$ cat config.mk
export PLATFORM = sky130hd
export DESIGN_NAME = mem_arbiter
export DESIGN_NICKNAME = d
export VERILOG_FILES = /design/src/rtl/mem_arbiter.sv
export SDC_FILE = /design/constraint.sdc
export NUM_CORES = 1
export LEC_CHECK = 0
export CAP_MARGIN = 15
export CORE_MARGIN = 2
export CORE_UTILIZATION = 39
export CTS_BUF_LIST = sky130_fd_sc_hd__clkbuf_8 sky130_fd_sc_hd__clkbuf_16
export DETAILED_ROUTE_END_ITERATION = 8
export HOLD_SLACK_MARGIN = 0.08
export PLACE_DENSITY_LB_ADDON = 0.2
export SETUP_SLACK_MARGIN = 0.15
export SLEW_MARGIN = 5
export SYNTH_ARGS = -nofsm -noshare
export SYNTH_HDL_FRONTEND = slang
export SYNTH_SLANG_ARGS = --single-unit
$ cat constraint.sdc
create_clock -name clk -period 1.9 [get_ports clk]
set_input_delay 0.475 -clock clk [delete_from_list [all_inputs] [get_ports clk]]
set_output_delay 0.475 -clock clk [all_outputs]
set_load 0.01 [all_outputs]
$ cat src/rtl/mem_arbiter.sv
// mem_arbiter: arbitrates instruction fetch and load/store requests onto one single-port memory
module mem_arbiter #(
    parameter int TIMEOUT = 15
) (
    input  logic        clk,
    input  logic        rst_n,
    input  logic        if_req,
    input  logic [31:0] if_addr,
    output logic [31:0] if_rdata,
    output logic        if_ready,
    output logic        if_err,
    input  logic        d_req,
    input  logic        d_we,
    input  logic [31:0] d_addr,
    input  logic [31:0] d_wdata,
    input  logic [2:0]  d_size,
    output logic [31:0] d_rdata,
    output logic        d_ready,
    output logic        d_err,
    output logic        mem_req,
    output logic        mem_we,
    output logic [31:0] mem_addr,
    output logic [31:0] mem_wdata,
    output logic [3:0]  mem_be,
    input  logic [31:0] mem_rdata,
    input  logic        mem_ack
);
    localparam logic [31:0] ADDR_MASK = 32'hFFFF_FFFC;

    typedef enum logic [1:0] {IDLE, DATA, FETCH, RESP} state_t;

    state_t      r_state, w_next;
    logic        r_mem_req, r_mem_we, r_own_d, r_err;
    logic [3:0]  r_mem_be, r_tcnt;
    logic [31:0] r_mem_addr, r_mem_wdata, r_rdata;
    logic [2:0]  r_size;
    logic [1:0]  r_off, r_starve;
    logic        w_grant_f, w_grant_d, w_d_bad, w_busy, w_timeout, w_sx;
    logic [3:0]  w_st_be;
    logic [31:0] w_st_data, w_shift, w_ld_data;

    // a starved fetch (two data grants in a row while it waited) overrides data
    assign w_grant_f = if_req && (r_starve == 2'd2 || !d_req);
    assign w_grant_d = d_req && !w_grant_f;
    assign w_d_bad   = (d_we ? (d_size[2] || d_size[1:0] == 2'b11)
                             : (d_size == 3'b011 || d_size[2:1] == 2'b11))
                     || (d_size[1:0] == 2'b01 && d_addr[0])
                     || (d_size[1:0] == 2'b10 && d_addr[1:0] != 2'b00);
    assign w_busy    = (r_state == DATA) || (r_state == FETCH);
    assign w_timeout = w_busy && !mem_ack && (r_tcnt == 4'(TIMEOUT - 1));
    assign w_st_data = d_size[1] ? d_wdata : (d_size[0] ? {2{d_wdata[15:0]}} : {4{d_wdata[7:0]}});
    assign w_st_be   = d_size[1] ? 4'hF : ((d_size[0] ? 4'b0011 : 4'b0001) << d_addr[1:0]);
    assign w_shift   = mem_rdata >> {r_off, 3'b000};
    assign w_sx      = !r_size[2];
    assign w_ld_data = r_size[1] ? mem_rdata
                     : r_size[0] ? {{16{w_sx & w_shift[15]}}, w_shift[15:0]}
                     : {{24{w_sx & w_shift[7]}}, w_shift[7:0]};

    assign mem_req   = r_mem_req;
    assign mem_we    = r_mem_we;
    assign mem_addr  = r_mem_addr;
    assign mem_wdata = r_mem_wdata;
    assign mem_be    = r_mem_be;
    assign d_ready   = (r_state == RESP) && r_own_d;
    assign if_ready  = (r_state == RESP) && !r_own_d;
    assign d_err     = d_ready && r_err;
    assign if_err    = if_ready && r_err;
    assign d_rdata   = r_rdata;
    assign if_rdata  = r_rdata;

    // state register
    always_ff @(posedge clk or negedge rst_n) begin
        if (!rst_n) r_state <= IDLE;
        else        r_state <= w_next;
    end

    // next state: grant from IDLE, finish on ack or timeout, single-cycle response
    always_comb begin
        w_next = r_state;
        case (r_state)
            IDLE:        w_next = w_grant_f ? FETCH : (w_grant_d ? (w_d_bad ? RESP : DATA) : IDLE);
            DATA, FETCH: w_next = (mem_ack || w_timeout) ? RESP : r_state;
            default:     w_next = IDLE;
        endcase
    end

    // latch the granted access, track starvation and timeout, capture the response
    always_ff @(posedge clk or negedge rst_n) begin
        if (!rst_n) begin
            r_mem_req   <= 1'b0;
            r_mem_we    <= 1'b0;
            r_mem_be    <= 4'h0;
            r_mem_addr  <= 32'h0;
            r_mem_wdata <= 32'h0;
            r_starve    <= 2'd0;
            r_tcnt      <= 4'd0;
            r_own_d     <= 1'b0;
            r_err       <= 1'b0;
            r_rdata     <= 32'h0;
            r_size      <= 3'd0;
            r_off       <= 2'd0;
        end else if (r_state == IDLE) begin
            r_tcnt <= 4'd0;
            if (w_grant_f) begin
                r_mem_req  <= 1'b1;
                r_mem_we   <= 1'b0;
                r_mem_be   <= 4'hF;
                r_mem_addr <= if_addr & ADDR_MASK;
                r_own_d    <= 1'b0;
                r_err      <= 1'b0;
                r_starve   <= 2'd0;
            end else if (w_grant_d) begin
                r_own_d <= 1'b1;
                r_err   <= w_d_bad;
                r_rdata <= 32'h0;
                r_size  <= d_size;
                r_off   <= d_addr[1:0];
                if (if_req && r_starve != 2'd2) r_starve <= r_starve + 2'd1;
                if (!w_d_bad) begin
                    r_mem_req   <= 1'b1;
                    r_mem_we    <= d_we;
                    r_mem_be    <= d_we ? w_st_be : 4'hF;
                    r_mem_addr  <= d_addr & ADDR_MASK;
                    r_mem_wdata <= w_st_data;
                end
            end
        end else if (w_busy) begin
            if (mem_ack) begin
                r_mem_req <= 1'b0;
                r_err     <= 1'b0;
                r_rdata   <= r_own_d ? w_ld_data : mem_rdata;
            end else if (w_timeout) begin
                r_mem_req <= 1'b0;
                r_err     <= 1'b1;
                r_rdata   <= 32'h0;
            end else begin
                r_tcnt <= r_tcnt + 4'd1;
            end
        end
    end
endmodule

Yosys cells after proc, flatten, opt, wreduce, memory -nomap -nowiden

Index checks and enable logic that the tools add are counted.

Bits of input ports: 137
Register bits after elaboration: 117
Logic and storage cells: 130
Output and inout port bits: 138

Bitwise logic cells: 4
Shift operators: 2
Reductions and logical operators: 39
Equal/unequal tests: 19
Add/sub/neg operators: 2
Muxes and demuxes: 51

Operators with widths:

| operator                                       | number |
|---|---|
| two-way mux 32 bit                             | 14 |
| two-way mux 4 bit                              | 9 |
| >> shifter 32 x 5 -> 16 bit                    | 1 |
| two-way mux 1 bit                              | 19 |
| two-way mux 2 bit                              | 8 |
| AND reduction 3 bit                            | 5 |
| == test 2 bit (second input constant)          | 6 |
| AND reduction 4 bit                            | 3 |
| logical AND 1 bit                              | 11 |
| != test 2 bit (second input constant)          | 5 |
| nonzero test 2 bit                             | 4 |
| logical OR 1 bit                               | 7 |
| != test 3 bit (second input constant)          | 2 |
| zero test 1 bit                                | 5 |
| adder 4 x 1 -> 4 bit (second input constant)   | 1 |
| == test 2 x 1 -> 1 bit (second input constant) | 2 |
| == test 4 bit (second input constant)          | 1 |
| != test 2 x 1 -> 1 bit (second input constant) | 2 |
| case mux 2 bit (2 select lines)                | 1 |
| left shift 2 x 2 -> 4 bit                      | 1 |
| == test 3 x 2 -> 1 bit (second input constant) | 1 |
| nonzero test 3 bit                             | 1 |
| adder 2 x 1 -> 2 bit (second input constant)   | 1 |
| bitwise AND 1 bit                              | 2 |
| 4 further kinds                                | 5 |

Longest topological paths before layout

Depth in word-level cells: 9
Gate-level depth with buffers: 8
Gate-level depth less buffers: 6

Worst setup path after synthesis

Ideal clock, no wire load.

Kind: input to register
From: input d_size[0]
To: register r_mem_addr[15] (netlist: mem_addr[15])
Setup time: 0.125 ns
Path buffers: 2
Required time: 1.775 ns
Setup slack: -0.022 ns
Stages on the path: 6
Data arrival time: 1.798 ns
Cells stage by stage: buf_6 > nor4_4 > nor2_2 > a21oi_4 > buf_8 > mux2_2

Word-level cells in the longest chain between the ends: 7
Elaborated cells between the ends (all ways): 13
Classes of those cells: eq/ne (5); mux (1); reduce/logical (7)

Ends and longest elaborated chain:

| element                                                 | line   | RTL |
|---|---|---|
| start: declaration                                      | 16     | `input logic [2:0] d_size,` |
| == test 3 x 2 -> 1 bit or == test 2 bit (tied branches) | 46, 45 |  |
| logical OR 1 bit (on tied branches)                     | 46, 45 |  |
| two-way mux 1 bit                                       | 45     | `assign w_d_bad = (d_we ? (d_size[2] \|\| d_size[1:0] == 2'b11)` |
| logical OR 1 bit                                        | 47     | `\|\| (d_size[1:0] == 2'b01 && d_addr[0])` |
| logical OR 1 bit *                                      | 48     | `\|\| (d_size[1:0] == 2'b10 && d_addr[1:0] != 2'b00);` |
| != test 2 bit (no source line) *                        | --     |  |
| AND reduction 3 bit (no source line) *                  | --     |  |
| end signal: assignment                                  | 108    | `r_mem_addr <= if_addr & ADDR_MASK;` |
| end signal: assignment                                  | 123    | `r_mem_addr <= d_addr & ADDR_MASK;` |
| end: declaration                                        | 35     | `logic [31:0] r_mem_addr, r_mem_wdata, r_rdata;` |

Mark *: on every way between the ends. The rest lies on a longest branch, timed or not.
A chain may end at the register's enable or synchronous reset.

Final worst setup path

From: register r_starve[0]
To: register r_mem_addr[14] (netlist: mem_addr[14])

Word-level cells in the longest chain between the ends: 7
Elaborated cells between the ends (all ways): 9
Classes of those cells: eq/ne (2); mux (1); reduce/logical (6)

Ends and longest elaborated chain:

| element                              | line | RTL |
|---|---|---|
| start: declaration                   | 37   | `logic [1:0] r_off, r_starve;` |
| start signal: assignment             | 118  | `if (if_req && r_starve != 2'd2) r_starve <= r_starve + 2'd1;` |
| == test 2 bit *                      | 43   | `assign w_grant_f = if_req && (r_starve == 2'd2 \|\| !d_req);` |
| logical OR 1 bit *                   | 43   |  |
| logical AND 1 bit *                  | 43   |  |
| zero test 1 bit                      | 44   | `assign w_grant_d = d_req && !w_grant_f;` |
| logical AND 1 bit                    | 44   |  |
| nonzero test 2 bit (no source line)  | --   |  |
| AND reduction 3 bit (no source line) | --   |  |

Marks and branches as above.

==> impl_metrics.prom <==
# TYPE chip_impl_metric gauge
chip_impl_metric{name="register_area",unit="um2"} 2880
chip_impl_metric{name="synth.lib_cells_used.distinct",unit=""} 56
chip_impl_metric{name="post-place-cells",unit=""} 1003
chip_impl_metric{name="max-clock-path-buffers",unit=""} 2
chip_impl_metric{name="power_leakage",unit="nW"} 4.89
chip_impl_info{name="min_path_type",value="reg -> reg"} 1
chip_impl_metric{name="comb_power_share",unit=""} 0.494
chip_impl_metric{name="multi_input_comb_area",unit="um2"} 3090
chip_impl_metric{name="timing.max_cap.violations",unit=""} 0
chip_impl_metric{name="die_h",unit="um"} 130
chip_impl_metric{name="h-tree-depth",unit=""} 4
chip_impl_info{name="worst-setup-path-type",value="reg -> reg"} 1
chip_impl_metric{name="detail_route.wirelength",unit="um"} 19600
chip_impl_metric{name="vias",unit=""} 5401
chip_impl_metric{name="layout.cells.non_filler",unit=""} 1065
chip_impl_metric{name="initial_utilization",unit=""} 0.396
chip_impl_metric{name="synth_instances",unit=""} 536
chip_impl_info{name="rsz_0062_raised_after_global_routing",value="yes"} 1
chip_impl_metric{name="synth_sequential_area_ratio",unit=""} 0.463
chip_impl_metric{name="share_clk_of_total_power",unit=""} 0.215
chip_impl_info{name="primary_ff_master_synth",value="sky130_fd_sc_hd__dfrtp_1"} 1
chip_impl_metric{name="final.setup.worst_slack",unit="ns"} 0.00403
chip_impl_metric{name="dieArea",unit="um2"} 17000
chip_impl_metric{name="numClockSinks",unit=""} 115
chip_impl_metric{name="synth_area",unit="um2"} 6220
chip_impl_metric{name="antenna_found_initial",unit=""} 0
chip_impl_metric{name="postSynth.asyncResetShare",unit=""} 1.00
chip_impl_metric{name="number_of_pins_with_negative_max_slew_slack_in_the_final_report",unit=""} 0
chip_impl_info{name="cts_tree",value="done"} 1
chip_impl_info{name="cp-end-kind",value="register"} 1
chip_impl_info{name="worst_setup_path_start_kind",value="register"} 1
chip_impl_metric{name="vias_per_cell",unit=""} 5.07
chip_impl_metric{name="boundaryPins",unit=""} 275
chip_impl_metric{name="synthToLayoutAreaGrowth",unit="%"} 65.3
chip_impl_metric{name="power.switching",unit="mW"} 5.30
chip_impl_metric{name="detailedRoute.firstPassIterationCount",unit=""} 6
chip_impl_metric{name="post-route-drc-count",unit=""} 0
chip_impl_metric{name="global_route.overflow_total",unit=""} 0
chip_impl_metric{name="netSwitchingFraction",unit=""} 0.349
chip_impl_metric{name="number_of_input_and_output_port_buffers_inserted",unit=""} 270
chip_impl_metric{name="first_global_vias",unit=""} 5745
chip_impl_metric{name="final-setup-viol-count",unit=""} 0
chip_impl_metric{name="clk-insertion-delay-late",unit="ns"} 0.42
chip_impl_metric{name="final_hold_viol_count",unit=""} 0
chip_impl_metric{name="power_dens_cells",unit="nW/um2"} 1480
chip_impl_metric{name="synth.top_cell.area_share",unit=""} 0.463
chip_impl_metric{name="fmaxAchievable",unit="GHz"} 0.527
chip_impl_metric{name="dieWidth",unit="um"} 130
chip_impl_metric{name="mapped_avg_cell_area",unit="um2"} 11.6
chip_impl_metric{name="clkSlewWorstSetupHoldPaths",unit="ns"} 0.06
chip_impl_metric{name="num_rows",unit=""} 46
chip_impl_metric{name="timing.final.crit_share",unit=""} 0.998
chip_impl_metric{name="critical_path.max_fanout",unit=""} 8
chip_impl_metric{name="final.setup_skew",unit="ns"} 0.00710
chip_impl_metric{name="global_route.usage.total",unit=""} 0.235
chip_impl_metric{name="global_route_wire_length_before_repair",unit="um"} 30200
chip_impl_metric{name="yosysWarnings",unit=""} 0
chip_impl_metric{name="critPathArrivalTime",unit="ns"} 2.20
chip_impl_metric{name="drive_gt1_frac",unit=""} 0.259
chip_impl_metric{name="finish.net_count",unit=""} 978
chip_impl_metric{name="grt_max_degree",unit=""} 71
chip_impl_metric{name="synth.ff_latch_count",unit=""} 115
chip_impl_metric{name="min_period",unit="ns"} 1.90
chip_impl_info{name="cts_root_buffer",value="sky130_fd_sc_hd__clkbuf_16"} 1
chip_impl_metric{name="detailedRoute.firstIterationViolations",unit=""} 259
chip_impl_metric{name="nFillCells",unit=""} 1261
chip_impl_metric{name="clock_buffers_created_by_tritoncts",unit=""} 17
chip_impl_metric{name="routed_wire_length_per_instance",unit="um"} 18.4
chip_impl_metric{name="place.detailed.hpwl",unit="um"} 13400
chip_impl_metric{name="synth_enable_flop_cells",unit=""} 0
chip_impl_metric{name="critical_path_required",unit="ns"} 2.21
chip_impl_info{name="synth.largest_area_cell",value="sky130_fd_sc_hd__dfrtp_1"} 1
chip_impl_metric{name="worst_slack_after_detailed_placement",unit="ns"} -0.594
chip_impl_metric{name="floorplan.core_area",unit="um2"} 15700
chip_impl_metric{name="internal_power",unit="mW"} 9.87
chip_impl_metric{name="gpl.final_weighted_congestion",unit=""} 0.808
chip_impl_metric{name="detail-route-antenna-nets",unit=""} 0
chip_impl_info{name="outcome",value="finished clean"} 1
chip_impl_metric{name="power.share.sequential",unit=""} 0.291
chip_impl_metric{name="peakVddDrop",unit="V"} 0.000834
chip_impl_info{name="netlist_top_cells_area",value="sky130_fd_sc_hd__dfrtp_1, sky130_fd_sc_hd__mux2_2, sky130_fd_sc_hd__mux2i_1"} 1
==> routing by layer <==
layer / routed length (um) / vias up / global-route usage
met5: 0 / - / 0
met4: 424 / 0 / 0.0791
met3: 1530 / 30 / 0.0795
met2: 9810 / 238 / 0.399
met1: 7850 / 2602 / 0.280
li1: - / 2531 / -
==> worst paths after layout <==
kind	start	end	slack, ns	cells past startpoint
max reg2reg	r_starve[0]	mem_addr[14]	0.004	8
max in group asynchronous	rst_n	r_state[0]	0.93	3
min reg2reg	mem_wdata[8]	mem_wdata[8]	0.47	2
max	r_starve[0]	mem_addr[14]	0.004	8
min	mem_wdata[8]	mem_wdata[8]	0.47	2
min in group asynchronous	rst_n	mem_addr[20]	0.59	3
==> final cells by class <==
cell class                 count  share of cell area
antenna                        1            0.000244
clock buffer                  23              0.0494
clock inverter                 9             0.00974
inverter                       9             0.00329
multi-input combinational    346               0.300
sequential                   115               0.280
tap                          216              0.0263
timing repair buffer         346               0.330
==> cells by family (layout without fill, tap and decap cells) <==
group	after synthesis	in the layout	share of synthesized area
buffers and inverters	76	387	0.0827
AO/OA/AOI/OAI	124	124	0.147
AND/OR/NAND/NOR	102	102	0.0851
flip-flops	115	115	0.463
other	1	3	0.000603
multiplexers	112	112	0.210
adder cells (fa/ha/maj)	6	6	0.0121
==> layout by cell type, fill, tap and decap left out, types with 10 or more instances in the layout <==
cell type,Yosys,final
sky130_fd_sc_hd__buf_4,37,54
sky130_fd_sc_hd__mux2_2,52,22
sky130_fd_sc_hd__dfrtp_1,115,113
sky130_fd_sc_hd__mux2_4,21,51
sky130_fd_sc_hd__a221o_1,23,23
sky130_fd_sc_hd__nor2_1,22,21
sky130_fd_sc_hd__o21ai_0,35,34
sky130_fd_sc_hd__buf_12,2,10
sky130_fd_sc_hd__nand2_1,40,37
sky130_fd_sc_hd__dlygate4sd2_1,0,141
sky130_fd_sc_hd__o2bb2ai_1,14,14
sky130_fd_sc_hd__mux2i_1,38,38
sky130_fd_sc_hd__clkbuf_16,0,17
sky130_fd_sc_hd__clkdlybuf4s50_1,0,123
sky130_fd_sc_hd__a21oi_1,20,20
==> cells in the mapped netlist (6+ instances only) <==
| cell type | number |
|---|---|
| sky130_fd_sc_hd__mux2_4 | 21 |
| sky130_fd_sc_hd__a211o_1 | 6 |
| sky130_fd_sc_hd__nor2_1 | 22 |
| sky130_fd_sc_hd__mux2_2 | 52 |
| sky130_fd_sc_hd__nor2b_1 | 9 |
| sky130_fd_sc_hd__nand2_1 | 40 |
| sky130_fd_sc_hd__clkbuf_1 | 8 |
| sky130_fd_sc_hd__ha_1 | 6 |
| sky130_fd_sc_hd__a221o_1 | 23 |
| sky130_fd_sc_hd__mux2i_1 | 38 |
| sky130_fd_sc_hd__inv_1 | 9 |
| sky130_fd_sc_hd__buf_2 | 13 |
| sky130_fd_sc_hd__dfrtp_1 | 115 |
| sky130_fd_sc_hd__buf_4 | 37 |
| sky130_fd_sc_hd__o2bb2ai_1 | 14 |
| sky130_fd_sc_hd__a22o_1 | 6 |
| sky130_fd_sc_hd__a21oi_1 | 20 |
| sky130_fd_sc_hd__o21ai_0 | 35 |
==> timing repair <==
action | CTS | global route
hold buffers | 1 | 0
buffers inserted | 18 | 3
resized for setup | 209 | 24
setup endpoints to repair | 237 | 93
gates cloned | 7 | 0
endpoints found under the hold margin | 45 | 0
pin swaps | 9 | 2
==> sequential cells by signal, indices dropped and copies added, names as in the netlist <==
register,count
d_rdata,32
mem_wdata,32
mem_addr,30
mem_be,4
r_tcnt,4
r_size,3
r_off,2
r_starve,2
r_state,2
mem_req,1
mem_we,1
r_err,1
r_own_d,1
==> critical path, stage by stage (launching register included) <==
cell                       delay, ns
sky130_fd_sc_hd__dfrtp_1        0.40
sky130_fd_sc_hd__inv_2          0.09
sky130_fd_sc_hd__ha_4           0.14
sky130_fd_sc_hd__nand2b_4       0.12
sky130_fd_sc_hd__and2_4         0.20
sky130_fd_sc_hd__buf_12         0.13
sky130_fd_sc_hd__buf_16         0.14
sky130_fd_sc_hd__mux2_4         0.31
sky130_fd_sc_hd__mux2_4         0.25
==> power by group through the flow <==
stage          combinational [mW]  sequential (mW)  clock, mW
2_1_floorplan                3.67             4.76          0
3_3_place_gp                 7.40             4.42          0
3_5_place_dp                 7.56             4.43          0
4_1_cts                      7.35             4.40       3.30
5_1_grt                      8.09             4.58       3.41
6_report                     7.49             4.42       3.26
==> through the flow <==
step | setup TNS, ns | area, um2 | total power, mW | utilization | hold WS, ns
2_1_floorplan | 0 | 6300 | 8.43 | - | 0.179
3_3_place_gp | -39.41 | 9200 | 11.8 | 0.585 | 0.462
3_5_place_dp | -44.33 | 9200 | 12.0 | 0.585 | 0.469
4_1_cts | 0 | 10200 | 15.0 | 0.646 | 0.476
5_1_grt | -0.540 | 10300 | 16.1 | 0.654 | 0.486
6_report | 0 | 10300 | 15.2 | 0.654 | 0.471
Note: power is estimated with default switching activity, not from simulation.
